--- src/rtl/fifo_pkg.sv ---
// Shared types and default sizing for the single-clock FIFO family.
package fifo_pkg;

    // Read-port behaviour: registered read or first-word-fall-through.
    typedef enum logic {
        FIFO_STD  = 1'b0,
        FIFO_FWFT = 1'b1
    } fifo_mode_e;

    localparam int unsigned FIFO_DATA_WIDTH = 16;
    localparam int unsigned FIFO_ADDR_WIDTH = 4;
    localparam int unsigned FIFO_AF_LEVEL   = 14;
    localparam int unsigned FIFO_AE_LEVEL   = 2;

endpackage

--- src/rtl/fifo_mem.sv ---
// Simple dual-port storage: synchronous write, asynchronous read; contents not reset.
module fifo_mem
    import fifo_pkg::*;
#(
    parameter int unsigned DATA_WIDTH = FIFO_DATA_WIDTH,
    parameter int unsigned ADDR_WIDTH = FIFO_ADDR_WIDTH
) (
    input  logic                  clk,
    input  logic                  we,
    input  logic [ADDR_WIDTH-1:0] waddr,
    input  logic [DATA_WIDTH-1:0] wdata,
    input  logic [ADDR_WIDTH-1:0] raddr,
    output logic [DATA_WIDTH-1:0] rdata
);

    localparam int unsigned DEPTH = 2 ** ADDR_WIDTH;

    logic [DATA_WIDTH-1:0] mem [DEPTH];

    // Write port.
    always_ff @(posedge clk) begin
        if (we) begin
            mem[waddr] <= wdata;
        end
    end

    // Asynchronous read port.
    always_comb begin
        rdata = mem[raddr];
    end

endmodule

--- src/rtl/sync_fifo.sv ---
// Single-clock FIFO with occupancy count, almost flags, sticky error flags,
// synchronous flush and selectable standard / first-word-fall-through read.
module sync_fifo
    import fifo_pkg::*;
#(
    parameter int unsigned DATA_WIDTH = FIFO_DATA_WIDTH,
    parameter int unsigned ADDR_WIDTH = FIFO_ADDR_WIDTH,
    parameter int unsigned AF_LEVEL   = FIFO_AF_LEVEL,
    parameter int unsigned AE_LEVEL   = FIFO_AE_LEVEL,
    parameter int unsigned FWFT       = 0
) (
    input  logic                  clk,
    input  logic                  rst,
    input  logic                  clr,
    input  logic [DATA_WIDTH-1:0] wr_data,
    input  logic                  wr_en,
    output logic                  full,
    output logic                  almost_full,
    output logic                  overflow,
    output logic [DATA_WIDTH-1:0] rd_data,
    input  logic                  rd_en,
    output logic                  empty,
    output logic                  almost_empty,
    output logic                  underflow,
    output logic [ADDR_WIDTH:0]   count
);

    localparam int unsigned DEPTH = 2 ** ADDR_WIDTH;
    localparam int unsigned PW    = ADDR_WIDTH + 1;
    localparam fifo_mode_e  MODE  = (FWFT != 0) ? FIFO_FWFT : FIFO_STD;

    // Reject threshold settings that could never or always assert.
    if (AF_LEVEL < 1 || AF_LEVEL > DEPTH) begin : g_bad_af
        $error("sync_fifo: AF_LEVEL must lie in 1..DEPTH");
    end
    if (AE_LEVEL > DEPTH - 1) begin : g_bad_ae
        $error("sync_fifo: AE_LEVEL must lie in 0..DEPTH-1");
    end

    logic [PW-1:0]         wr_ptr, rd_ptr;
    logic [PW-1:0]         wr_ptr_nxt, rd_ptr_nxt;
    logic [PW-1:0]         count_nxt;
    logic                  wr_acc, rd_acc;
    logic [DATA_WIDTH-1:0] mem_rdata;
    logic [DATA_WIDTH-1:0] rd_q;

    assign wr_acc = wr_en & ~full;
    assign rd_acc = rd_en & ~empty;

    fifo_mem #(
        .DATA_WIDTH(DATA_WIDTH),
        .ADDR_WIDTH(ADDR_WIDTH)
    ) u_mem (
        .clk  (clk),
        .we   (wr_acc & ~clr),
        .waddr(wr_ptr[ADDR_WIDTH-1:0]),
        .wdata(wr_data),
        .raddr(rd_ptr[ADDR_WIDTH-1:0]),
        .rdata(mem_rdata)
    );

    // Next pointers and occupancy for accepted transfers.
    always_comb begin
        wr_ptr_nxt = wr_ptr;
        rd_ptr_nxt = rd_ptr;
        count_nxt  = count;
        if (wr_acc) wr_ptr_nxt = wr_ptr + PW'(1);
        if (rd_acc) rd_ptr_nxt = rd_ptr + PW'(1);
        case ({wr_acc, rd_acc})
            2'b10:   count_nxt = count + PW'(1);
            2'b01:   count_nxt = count - PW'(1);
            default: count_nxt = count;
        endcase
    end

    // Pointer, count, status flag and read register state.
    always_ff @(posedge clk or posedge rst) begin
        if (rst) begin
            wr_ptr       <= '0;
            rd_ptr       <= '0;
            count        <= '0;
            empty        <= 1'b1;
            full         <= 1'b0;
            almost_empty <= 1'b1;
            almost_full  <= 1'b0;
            overflow     <= 1'b0;
            underflow    <= 1'b0;
            rd_q         <= '0;
        end else if (clr) begin
            wr_ptr       <= '0;
            rd_ptr       <= '0;
            count        <= '0;
            empty        <= 1'b1;
            full         <= 1'b0;
            almost_empty <= 1'b1;
            almost_full  <= 1'b0;
            overflow     <= 1'b0;
            underflow    <= 1'b0;
        end else begin
            wr_ptr       <= wr_ptr_nxt;
            rd_ptr       <= rd_ptr_nxt;
            count        <= count_nxt;
            empty        <= (wr_ptr_nxt == rd_ptr_nxt);
            full         <= (wr_ptr_nxt[ADDR_WIDTH] != rd_ptr_nxt[ADDR_WIDTH]) &&
                            (wr_ptr_nxt[ADDR_WIDTH-1:0] == rd_ptr_nxt[ADDR_WIDTH-1:0]);
            almost_full  <= (count_nxt >= PW'(AF_LEVEL));
            almost_empty <= (count_nxt <= PW'(AE_LEVEL));
            if (wr_en & full)  overflow  <= 1'b1;
            if (rd_en & empty) underflow <= 1'b1;
            if (rd_acc)        rd_q      <= mem_rdata;
        end
    end

    // FWFT exposes the head entry directly; standard mode shows the read register.
    always_comb begin
        rd_data = (MODE == FIFO_FWFT) ? mem_rdata : rd_q;
    end

endmodule

--- config.mk ---
export PLATFORM = sky130hd
export DESIGN_NAME = sync_fifo
export DESIGN_NICKNAME = d
export VERILOG_FILES = /design/src/rtl/fifo_pkg.sv /design/src/rtl/fifo_mem.sv /design/src/rtl/sync_fifo.sv
export SDC_FILE = /design/constraint.sdc
export NUM_CORES = 1
export LEC_CHECK = 0
export CAP_MARGIN = 20
export CORE_UTILIZATION = 38
export DETAILED_ROUTE_END_ITERATION = 10
export PLACE_DENSITY = 0.6
export SLEW_MARGIN = 20
export SYNTH_ARGS = -nofsm -noshare
export SYNTH_HDL_FRONTEND = slang
export SYNTH_HIERARCHICAL = 1
export SYNTH_SLANG_ARGS = --single-unit
--- constraint.sdc ---
create_clock -name clk -period 2.84 [get_ports clk]
set_input_delay 0.71 -clock clk [delete_from_list [all_inputs] [get_ports clk]]
set_output_delay 0.71 -clock clk [all_outputs]
set_load 0.01 [all_outputs]
==> Implementation_results.wiki, run 1 <==
{| class="wikitable"
! Metric !! Value
|-
| Number of sinks handled by clock tree synthesis || 293
|-
| Minimum setup slack among reg-to-reg paths || 0.38 ns
|-
| Hold path startpoint || rd_data[7]
|-
| Power spent charging and discharging nets || 2.172 mW
|-
| WHS Endpoint || rd_data[7]
|-
| Post-route cell area || 13760 µm²
|-
| Placed Cells incl. Taps || 1024
|-
| Reg2Reg Capture Point || almost_empty
|-
| Worst hold path stage count || 1
|-
| Effective utilization at floorplan || 38.73%
|-
| Pin count of the biggest net entering global routing || 35
|-
| PD cells || 714.0 nW/µm²
|-
| Standard cell core area || 29800 µm²
|-
| Routed wire length || 23.72 mm
|-
| Gate count of the mapped netlist || 567
|-
| Max Root-Sink Buffers || 3
|-
| Initial DRC Count || 379
|-
| Total cell area at the placement stage || 12880 µm²
|-
| Critical path endpoint category || register
|-
| Internal cell power || 7.653 mW
|-
| Clock input transition at the sequential cells of the worst setup and hold paths || 0.06 ns
|-
| Post-CTS setup-driven buffer insertion count || 0
|-
| Sequential cell area fraction in the yosys report || 74.65%
|-
| Placer Congestion || 0.7792
|-
| Share of Yosys cell area claimed by the top area cell type || 66.61%
|-
| Type of origin of the critical path || input pin
|-
| Number of input and output port buffers inserted || 47
|-
| Mean routed wirelength per cell || 22.04 µm
|-
| Status || finished clean
|-
| Proportion of synthesized flip-flops having asynchronous set or reset || 12.63%
|-
| Commonest register cell after synthesis || edfxtp_1
|-
| Number of nets produced by synthesis || 593
|-
| Later-pin clock latency in the skew report || 0.54 ns
|-
| Final worst clock skew || 0.01163 ns
|-
| CP arrival || 3.08 ns
|-
| Vias in the first global route || 6050
|-
| Post-synthesis instance area || 11540 µm²
|-
| Yosys top cell by area || edfxtp_1
|-
| Number of warnings issued by yosys || 6
|-
| Seq cells post-synth || 293
|-
| Die Area || 31070 µm²
|-
| Static leakage || 4.527 nW
|-
| Root Buffer || clkbuf_16
|-
| Data required, critical path || 3.30 ns
|-
| Leading post-synthesis cells by instance count || 256 x edfxtp_1, 54 x mux4_2, 35 x dfrtp_1, 33 x nor2_1, 32 x a22oi_1
|-
| Design Power || 9.825 mW
|-
| Max_cap viols || 0
|-
| Clock tree from TritonCTS || yes
|-
| Part of the power in combinational logic || 12.4%
|-
| CTS Hold Bufs || 0
|-
| CP Max Fanout || 4
|-
| Layout cells sized above 1 || 26.53%
|-
| Post-detail-place hpwl || 14.55 mm
|-
| Highest clock frequency the design can meet || 382.5 MHz
|-
| Total setup violations reported at the end of the flow || 0
|-
| Proportion of power drawn by flip-flops and latches || 51.2%
|-
| Cell Count, Final, Fillers Out || 1076
|-
| Area Growth Syn to Fin || 19.23%
|-
| Number of routed nets with antenna violations || 0
|-
| Htree depth || 1
|-
| Number of I/O pins || 48
|-
| Via count || 5614
|-
| Clock period minus worst slack || 2.614 ns
|-
| Count of different cell masters after synthesis || 46
|-
| Net count, final || 692
|-
| Most used standard cell by instance count after synthesis || edfxtp_1
|-
| Average size of a mapped cell || 20.35 µm²
|-
| Setup repair after global routing missed its margin || false
|-
| Period utilization || 92.04%
|-
| Final-report max-slew violation count || 0
|-
| Classification of the worst setup path || in2reg
|-
| Worst reg2reg startpoint || full
|-
| Top cells by area, synth || edfxtp_1 67%, mux4_2 11%, dfrtp_1 7.6%
|-
| Sw frac || 22.11%
|-
| Antenna violations before repair || 0
|-
| Num rows || 63
|-
| Clock network fraction of design power || 36.4%
|-
| Vias per cell || 5.217
|-
| Total iterations of the first detailed-routing run || 4
|-
| Final hold vios || 0
|-
| Number of flops mapped to enable cells by yosys || 256
|-
| Slew Limit Headroom || 28.04%
|-
| Class of the tightest hold or removal check || reg2reg
|-
| Remaining design rule violation count || 0
|-
| Worst-margin pin slew || 1.079 ns
|-
| Global-route wire length before repair || 36.96 mm
|-
| Die Span X || 176.3 µm
|-
| Maximum ir drop on the vdd rail || 356.4 µV
|-
| Sum of overflow across all layers after global routing || 0
|-
| Number of buffers added by the clock tree synthesis step || 30
|-
| DIE HEIGHT || 176.3 µm
|-
| Post-cts sizing count || 0
|-
| All-Layer GR Usage || 16.06%
|-
| Reg2reg path depth || 10
|-
| Filler cell count in the final layout || 2563
|-
| Diodes inserted || 0
|}
-- power by group through the flow --
stage | clock [mW] | sequential, mW | combinational, mW
floorplan | 0 | 5.11 | 0.681
detailed placement | 0 | 5.13 | 1.24
global route | 3.83 | 5.06 | 1.32
finish | 3.57 | 5.03 | 1.22
CTS | 3.65 | 5.04 | 1.24
global placement | 0 | 5.12 | 1.21
-- worst max path at each step --
stage | start | endpoint | slack, ns | cells past startpoint
final | wr_en | almost_empty | 0.23 | 11
after CTS | wr_en | almost_empty | 0.27 | 11
after global routing | wr_en | almost_empty | 0.12 | 11
after detailed placement | wr_en | almost_empty | -0.29 | 11
after global placement | wr_en | u_mem/mem[0][9] | -0.21 | 9
after floorplan | wr_en | u_mem/mem[4][0] | 0.02 | 5
-- routing by layer --
layer / vias up / global-route usage (%) / share of wire (%)
met5: - / 0 / 0
met3: 32 / 2.326 / 5.7
li1: 2504 / - / -
met4: 0 / 3.732 / 1.6
met1: 2925 / 22.61 / 43
met2: 153 / 26.46 / 50
-- critical path, cell delays in order --
cell	delay, ns
clkdlybuf4s50_1	0.48
and2b_4	0.15
inv_1	0.05
ha_1	0.22
xor2_1	0.17
ha_1	0.25
or2_2	0.30
a21boi_0	0.23
o2111a_1	0.24
o21ai_1	0.10
o2111a_1	0.17
-- area by class of cell --
class	instances	area, µm²	area share, %
repair buffers	95	968.4	7.038
clock buffers	42	817.0	5.937
well taps	390	488.0	3.546
multi-input cells	239	2774	20.16
flip-flops and latches	293	8621	62.65
inverters	7	26.28	0.1909
clock inverters	10	66.31	0.4819
-- cells in the final DEF, fill, tap and decap left out, drive strengths merged, types with 5 or more instances in the layout --
cell and n:
a22oi 32, buf 48, clkbuf 42, clkdlybuf4s50 47, clkinv 9, dfrtp 35, edfxtp 256, ha 5
inv 7, mux2 16, mux4 64, nand2 17, nor2 33, nor2b 7, xnor2 5, xor2 12
-- per-stage QoR --
step / hold WS [ns] / setup TNS [ns] / setup WS [ns] / utilization (%)
2_1_floorplan: 0.5111 / 0 / 0.02296 / -
3_5_place_dp: 0.4880 / -12.63 / -0.2872 / 43.22
3_3_place_gp: 0.4820 / -11.10 / -0.2122 / 43.22
6_report: 0.5047 / 0 / 0.2259 / 46.18
5_1_grt: 0.5291 / 0 / 0.1162 / 46.18
4_1_cts: 0.5062 / 0 / 0.2680 / 46.18
-- state kept, by name (all words and copies together) (netlist names) --
name          flops
count             5
rd_data          16
underflow         1
almost_empty      1
u_mem/mem       256
rd_ptr            5
wr_ptr            5
almost_full       1
full              1
empty             1
overflow          1
-- cells by family (layout without fill, tap and decap cells) --
logic type	after synthesis	count (layout)	synth area share [%]
muxes	84	84	14.72
adders and majority gates	5	5	0.5421
buffers and inverters	35	154	1.745
xor gates and xnor gates	17	17	1.355
DFF	293	293	74.65
and+or+nand+nor	85	85	3.805
AOI/OAI and AO/OA	48	48	3.176
Power figures use the tool's default switching activity.
==> run 2, diff against run 1 <==
Settings changed: CTS_CLUSTER_SIZE from default to 12.
==> results of run 2 <==
No change in the layout: final DEF, timing and power equal those of run 1.
==> run 3, diff against run 2 <==
Settings changed: SLEW_MARGIN 20 to 5.
==> results of run 3 <==
No change in the layout: final DEF, timing and power equal those of run 1.
